File: config.mk
export PLATFORM = sky130hd
export DESIGN_NAME = fp_addsub_sched
export DESIGN_NICKNAME = d
export VERILOG_FILES = /design/src/rtl/fp_sched_pkg.sv /design/src/rtl/fp_addsub_sched_rr_arbiter.sv /design/src/rtl/fp_addsub_sched.sv
export SDC_FILE = /design/constraint.sdc
export NUM_CORES = 1
export LEC_CHECK = 0
export ABC_CLOCK_PERIOD_IN_PS = 5500
export CORE_AREA = 2 2 159 161
export DETAILED_ROUTE_END_ITERATION = 7
export DIE_AREA = 0 0 161 163
export PLACE_DENSITY = 0.72
export SYNTH_ARGS = -nofsm -noshare
export SYNTH_HDL_FRONTEND = slang
export SYNTH_SLANG_ARGS = --single-unit
File: constraint.sdc
create_clock -name clk -period 5.5 [get_ports clk]
set_input_delay 1.65 -clock clk [delete_from_list [all_inputs] [get_ports clk]]
set_output_delay 1.65 -clock clk [all_outputs]
set_load 0.02 [all_outputs]
File: src/rtl/fp_sched_pkg.sv
// Shared types and helpers for the floating-point add/subtract scheduler.
//   state_t    : scheduler FSM states
//   OP_W_DEF   : default operand width (IEEE-754 single)
//   clog2_safe : ceil(log2(value)), never below 1, for index/counter widths
package fp_sched_pkg;

  typedef enum logic [1:0] {
    IDLE  = 2'd0,
    ISSUE = 2'd1,
    WAIT  = 2'd2,
    RESP  = 2'd3
  } state_t;

  localparam int OP_W_DEF = 32;

  // Width needed to hold 0..value-1; a single-entry range still gets 1 bit.
  function automatic int clog2_safe(input int value);
    int result;
    result = 1;
    while ((1 << result) < value) begin
      result = result + 1;
    end
    return result;
  endfunction

endpackage

File: src/rtl/fp_addsub_sched_rr_arbiter.sv
// Combinational round-robin arbiter.
//   req [N-1:0]     : request vector
//   ptr [IDX_W-1:0] : highest-priority index this cycle (must be < N)
//   gnt [N-1:0]     : one-hot grant, zero when no request is set
// Priority starts at ptr and wraps from N-1 back to 0.
module rr_arbiter import fp_sched_pkg::*; #(
  parameter int N = 4
) (
  input  logic [N-1:0]               req,
  input  logic [clog2_safe(N)-1:0]   ptr,
  output logic [N-1:0]               gnt
);

  localparam int IDX_W = clog2_safe(N);
  localparam int SUMW  = IDX_W + 1;
  localparam logic [SUMW-1:0] N_V = SUMW'(N);

  logic [SUMW-1:0]  sum_s;
  logic [IDX_W-1:0] idx_s;
  logic             found_s;

  // Scan from ptr upward with wrap; first requester found wins.
  always_comb begin
    gnt     = '0;
    found_s = 1'b0;
    sum_s   = '0;
    idx_s   = '0;
    for (int k = 0; k < N; k++) begin
      // ptr < N and k < N, so one conditional subtract implements mod N.
      sum_s = {1'b0, ptr} + SUMW'(k);
      if (sum_s >= N_V) begin
        sum_s = sum_s - N_V;
      end else begin
        sum_s = sum_s;
      end
      idx_s = sum_s[IDX_W-1:0];
      if (!found_s && req[idx_s]) begin
        gnt[idx_s] = 1'b1;
        found_s    = 1'b1;
      end else begin
        found_s = found_s;
      end
    end
  end

endmodule

File: src/rtl/fp_addsub_sched.sv
// Round-robin scheduler sharing one floating-point add/subtract unit among
// N requesters, with a watchdog so a hung unit cannot stall the clients.
//   clk, n_rst        : clock, asynchronous active-low reset
//   req_valid/ready   : per-requester request handshake (ready is one-hot)
//   req_mode/op1/op2  : per-requester op (0 add, 1 sub) and packed operands
//   add_start         : one-cycle start pulse to the unit
//   mode/op1/op2      : registered operation to the unit
//   add_result/done/overflow : unit response
//   resp_valid/ready  : one-hot response handshake to the owning requester
//   resp_result/overflow/timeout : captured response data
//   busy              : high whenever the scheduler is not idle
module fp_addsub_sched import fp_sched_pkg::*; #(
  parameter int N       = 4,
  parameter int OP_W    = OP_W_DEF,
  parameter int RES_W   = 32,
  parameter int TIMEOUT = 64
) (
  input  logic               clk,
  input  logic               n_rst,
  input  logic [N-1:0]       req_valid,
  output logic [N-1:0]       req_ready,
  input  logic [N-1:0]       req_mode,
  input  logic [N*OP_W-1:0]  req_op1,
  input  logic [N*OP_W-1:0]  req_op2,
  output logic               add_start,
  output logic               mode,
  output logic [OP_W-1:0]    op1,
  output logic [OP_W-1:0]    op2,
  input  logic [RES_W-1:0]   add_result,
  input  logic               add_done,
  input  logic               add_overflow,
  output logic [N-1:0]       resp_valid,
  input  logic [N-1:0]       resp_ready,
  output logic [RES_W-1:0]   resp_result,
  output logic               resp_overflow,
  output logic               resp_timeout,
  output logic               busy
);

  localparam int IDX_W = clog2_safe(N);
  localparam int CNT_W = clog2_safe(TIMEOUT);

  state_t            state_q, state_d;
  logic [IDX_W-1:0]  rr_q, rr_d;
  logic [IDX_W-1:0]  gidx_q, gidx_d;
  logic [CNT_W-1:0]  cnt_q, cnt_d;
  logic              add_start_q, add_start_d;
  logic              mode_q, mode_d;
  logic [OP_W-1:0]   op1_q, op1_d;
  logic [OP_W-1:0]   op2_q, op2_d;
  logic [N-1:0]      resp_valid_q, resp_valid_d;
  logic [RES_W-1:0]  resp_result_q, resp_result_d;
  logic              resp_overflow_q, resp_overflow_d;
  logic              resp_timeout_q, resp_timeout_d;
  logic              busy_q, busy_d;

  logic [N-1:0]      gnt_s;
  logic [N-1:0]      req_ready_s;
  logic [IDX_W-1:0]  gnt_idx_s;
  logic              hs_s;

  rr_arbiter #(.N(N)) u_arb (
    .req (req_valid),
    .ptr (rr_q),
    .gnt (gnt_s)
  );

  // Grant is only offered while idle; encode the one-hot grant to an index.
  always_comb begin
    req_ready_s = (state_q == IDLE) ? gnt_s : '0;
    hs_s        = |(req_valid & req_ready_s);
    gnt_idx_s   = '0;
    for (int i = 0; i < N; i++) begin
      gnt_idx_s = gnt_idx_s | (gnt_s[i] ? IDX_W'(i) : '0);
    end
  end

  // Next-state and registered-output computation.
  always_comb begin
    state_d         = state_q;
    rr_d            = rr_q;
    gidx_d          = gidx_q;
    cnt_d           = cnt_q;
    add_start_d     = 1'b0;
    mode_d          = mode_q;
    op1_d           = op1_q;
    op2_d           = op2_q;
    resp_valid_d    = resp_valid_q;
    resp_result_d   = resp_result_q;
    resp_overflow_d = resp_overflow_q;
    resp_timeout_d  = resp_timeout_q;
    busy_d          = busy_q;
    case (state_q)
      IDLE: begin
        if (hs_s) begin
          gidx_d      = gnt_idx_s;
          mode_d      = req_mode[gnt_idx_s];
          op1_d       = req_op1[int'(gnt_idx_s)*OP_W +: OP_W];
          op2_d       = req_op2[int'(gnt_idx_s)*OP_W +: OP_W];
          rr_d        = (gnt_idx_s == IDX_W'(N-1)) ? '0 : gnt_idx_s + IDX_W'(1);
          add_start_d = 1'b1;
          busy_d      = 1'b1;
          state_d     = ISSUE;
        end else begin
          state_d = IDLE;
        end
      end
      ISSUE: begin
        cnt_d   = '0;
        state_d = WAIT;
      end
      WAIT: begin
        // A done in the final watchdog cycle still wins over the timeout.
        if (add_done) begin
          resp_result_d   = add_result;
          resp_overflow_d = add_overflow;
          resp_timeout_d  = 1'b0;
          resp_valid_d    = {{(N-1){1'b0}}, 1'b1} << gidx_q;
          state_d         = RESP;
        end else if (cnt_q == CNT_W'(TIMEOUT-1)) begin
          resp_result_d   = '0;
          resp_overflow_d = 1'b0;
          resp_timeout_d  = 1'b1;
          resp_valid_d    = {{(N-1){1'b0}}, 1'b1} << gidx_q;
          state_d         = RESP;
        end else begin
          cnt_d = cnt_q + CNT_W'(1);
        end
      end
      RESP: begin
        // Only the owner's ready bit closes the response.
        if (resp_ready[gidx_q]) begin
          resp_valid_d = '0;
          busy_d       = 1'b0;
          state_d      = IDLE;
        end else begin
          state_d = RESP;
        end
      end
      default: begin
        resp_valid_d = '0;
        busy_d       = 1'b0;
        state_d      = IDLE;
      end
    endcase
  end

  // State and output registers.
  always_ff @(posedge clk or negedge n_rst) begin
    if (!n_rst) begin
      state_q         <= IDLE;
      rr_q            <= '0;
      gidx_q          <= '0;
      cnt_q           <= '0;
      add_start_q     <= 1'b0;
      mode_q          <= 1'b0;
      op1_q           <= '0;
      op2_q           <= '0;
      resp_valid_q    <= '0;
      resp_result_q   <= '0;
      resp_overflow_q <= 1'b0;
      resp_timeout_q  <= 1'b0;
      busy_q          <= 1'b0;
    end else begin
      state_q         <= state_d;
      rr_q            <= rr_d;
      gidx_q          <= gidx_d;
      cnt_q           <= cnt_d;
      add_start_q     <= add_start_d;
      mode_q          <= mode_d;
      op1_q           <= op1_d;
      op2_q           <= op2_d;
      resp_valid_q    <= resp_valid_d;
      resp_result_q   <= resp_result_d;
      resp_overflow_q <= resp_overflow_d;
      resp_timeout_q  <= resp_timeout_d;
      busy_q          <= busy_d;
    end
  end

  assign req_ready     = req_ready_s;
  assign add_start     = add_start_q;
  assign mode          = mode_q;
  assign op1           = op1_q;
  assign op2           = op2_q;
  assign resp_valid    = resp_valid_q;
  assign resp_result   = resp_result_q;
  assign resp_overflow = resp_overflow_q;
  assign resp_timeout  = resp_timeout_q;
  assign busy          = busy_q;

endmodule

==> flow_summary.ini <==
[grt]
grt_max_degree = 73
antenna_found_initial = 0
grt_pass1_vias = 6486
grt_pass1_wl_um = 37000
grt_usage = 0.182
overflow = 0

[clock_tree]
clockBufferDepth = 2
insertion_delay_ns = 0.41
cts_buffers = 17
cts_sinks = 117
htree_levels = 4
clk_pin_slew_ns = 0.06
cts_tree = built
root_buffer = clkbuf_16

[synthesis]
synth_area_um2 = 7010
ys.flop_type = dfrtp_1
synth_fp_nets = 874
syn_inst = 562
postSynthAreaPerCell_um2 = 12.5
synth_cell_type_count = 41
ys_ff_latch = 117
ys_async_sr_fraction = 1.00
synth_edf_count = 0
yosysWarningCount = 0
ys_seq_area_frac = 0.418

[timing]
drv_slew = 0
relSlewSlack = 0.384
finalCritPeriodShare = 0.982
finalClockSkew_ns = 0.0102
worstMarginPinSlew_ns = 0.924
hold-worst-slack_ns = 0.496
hold_violations = 0
setup_viol = 0
fin_crit_ns = 5.40
rsz0062_at_grt = no
fmax_mhz = 185

[place]
dp.cells = 1288
place_congestion = 0.792
hpwl_um = 18800
portBuffers = 412

[finish]
final_cell_mix = clkdlybuf4s50_1, mux2i_1, dfrtp_1, mux2_2, a22o_1
n_antenna_cell = 0
instances_no_fill = 1322
drive_above_1_share = 0.146
fillers = 2267
final_common_cell = clkdlybuf4s50_1
final_nets = 1291
syn_to_final_growth_pct = 74.5

[route]
ant_nets = 0
routedWlPerCell_um = 18.6
drt_drc_violations_left = 0
first_pass_iters = 4
wl_um = 24600
vias = 6204
avgViaCountPerCell = 4.69
drt_iter0_markers = 219

[critical_path]
r2r_start = rr_q[1]
critPathCaptureType = output port
crit_required_ns = 3.85
arrival_ns = 3.75
worst-r2r-cell-count = 12
cp_max_fo = 5
start_kind = input port
crit_start = req_valid[1]
path_class = in -> out

[die]
fp-row-count = 58
die_x_um = 161
die_h_um = 163
start_util = 0.284
coreArea_um2 = 24700
die_area_um2 = 26200
io_pins = 413

[min_path]
hold_start = busy
worstHoldPathCells = 1
hp-class = reg -> reg

[power_and_ir_drop]
leakage_nw = 5.32
power.density_nw_per_um2 = 618
power.ir.vdd_worst_v = 0.000324

[outcome]
status = completed

[flow_run]
cap_violations = 0
[state kept, by name (all words and copies together), names as in the netlist]
signal and cells:
op1 32, op2 32, resp_result 32, cnt_q 6
resp_valid 4, gidx_q 2, rr_q 2, state_q 2
add_start 1, busy 1, mode 1, resp_overflow 1
resp_timeout 1
[through the flow]
| stage | power [mW] | setup WS [ns] | utilization | cell area [µm²] | setup TNS [ns] |
|---|---|---|---|---|---|
| 2_1_floorplan | 4.63 | 0.480 | - | 7010 | 0 |
| 3_3_place_gp | 6.37 | -0.194 | 0.470 | 11600 | -0.550 |
| 3_5_place_dp | 6.44 | -0.278 | 0.470 | 11600 | -0.835 |
| 4_1_cts | 7.65 | 0.0690 | 0.496 | 12200 | 0 |
| 5_1_grt | 8.00 | 0.0229 | 0.496 | 12200 | 0 |
| 6_report | 7.56 | 0.101 | 0.496 | 12200 | 0 |
[per-layer routing]
layer / vias up / global-route usage / share of wire
li1: 2931 / - / -
met1: 2997 / 0.209 / 0.41
met2: 258 / 0.332 / 0.50
met3: 18 / 0.0591 / 0.077
met4: 0 / 0.0377 / 0.011
met5: - / 0 / 0
[final timing paths]
path,slack [ns],end
min,0.50,busy
min in group asynchronous,1.26,resp_result[10]
min reg2reg,0.50,busy
max reg2reg,1.43,op1[2]
max,0.10,req_ready[0]
max in group asynchronous,3.40,op2[3]
[cells in the mapped netlist (3+ instances only)]
| cell | instances | area [µm²] |
|---|---|---|
| ha_1 | 8 | 100 |
| nor2b_1 | 4 | 25.0 |
| and2_1 | 4 | 25.0 |
| dfrtp_1 | 117 | 2930 |
| o22ai_1 | 3 | 18.8 |
| inv_1 | 10 | 37.5 |
| mux2i_1 | 200 | 2000 |
| xor2_1 | 3 | 26.3 |
| mux2_4 | 4 | 60.1 |
| buf_2 | 16 | 80.1 |
| a21oi_1 | 4 | 20.0 |
| mux2_2 | 65 | 732 |
| nand2_1 | 16 | 60.1 |
| buf_6 | 8 | 90.1 |
| mux4_2 | 5 | 113 |
| o32ai_1 | 4 | 35.0 |
| clkbuf_1 | 14 | 52.6 |
| and3_1 | 5 | 31.3 |
| nand3b_1 | 3 | 22.5 |
| nor2_1 | 8 | 30.0 |
| a22o_1 | 34 | 298 |
[final cells by class]
type / count / area, µm² / share of cell area
clock buffer: 19 / 453 / 0.0370
multi-input combinational: 394 / 3850 / 0.315
tap: 330 / 413 / 0.0338
clock inverter: 13 / 170 / 0.0139
inverter: 10 / 37.5 / 0.00307
sequential: 117 / 2930 / 0.239
timing repair buffer: 439 / 4380 / 0.358
[worst max-delay path, stage by stage]
cell,delay [ns]
clkdlybuf4s50_1,0.45
buf_4,0.17
mux4_2,0.47
buf_4,0.15
nand3b_1,0.08
a2111oi_2,0.07
a311o_1,0.37
dlygate4sd2_1,0.33
[where the power goes]
| group | internal [mW] | switching [mW] | total (mW) | leakage (nW) |
|---|---|---|---|---|
| clock | 0.745 | 0.436 | 1.18 | 0.309 |
| combinational | 2.49 | 2.34 | 4.83 | 3.59 |
| sequential | 1.29 | 0.261 | 1.55 | 1.43 |
[timing repair]
item / in CTS / in global routing
hold buffers: 0 / 0
setup buffers: 2 / 0
gates resized for setup: 7 / 4
setup endpoints to repair: 4 / 3
pin swaps: 1 / 1
[kinds of logic after synthesis]
| kind of cell | share of synthesized area |
|---|---|
| fa+ha+maj | 0.0143 |
| buf+inv | 0.0393 |
| compound gates | 0.0730 |
| flops | 0.418 |
| xor+xnor | 0.00375 |
| simple gates | 0.0373 |
| mux | 0.415 |
(Power assumes the default switching activity.)
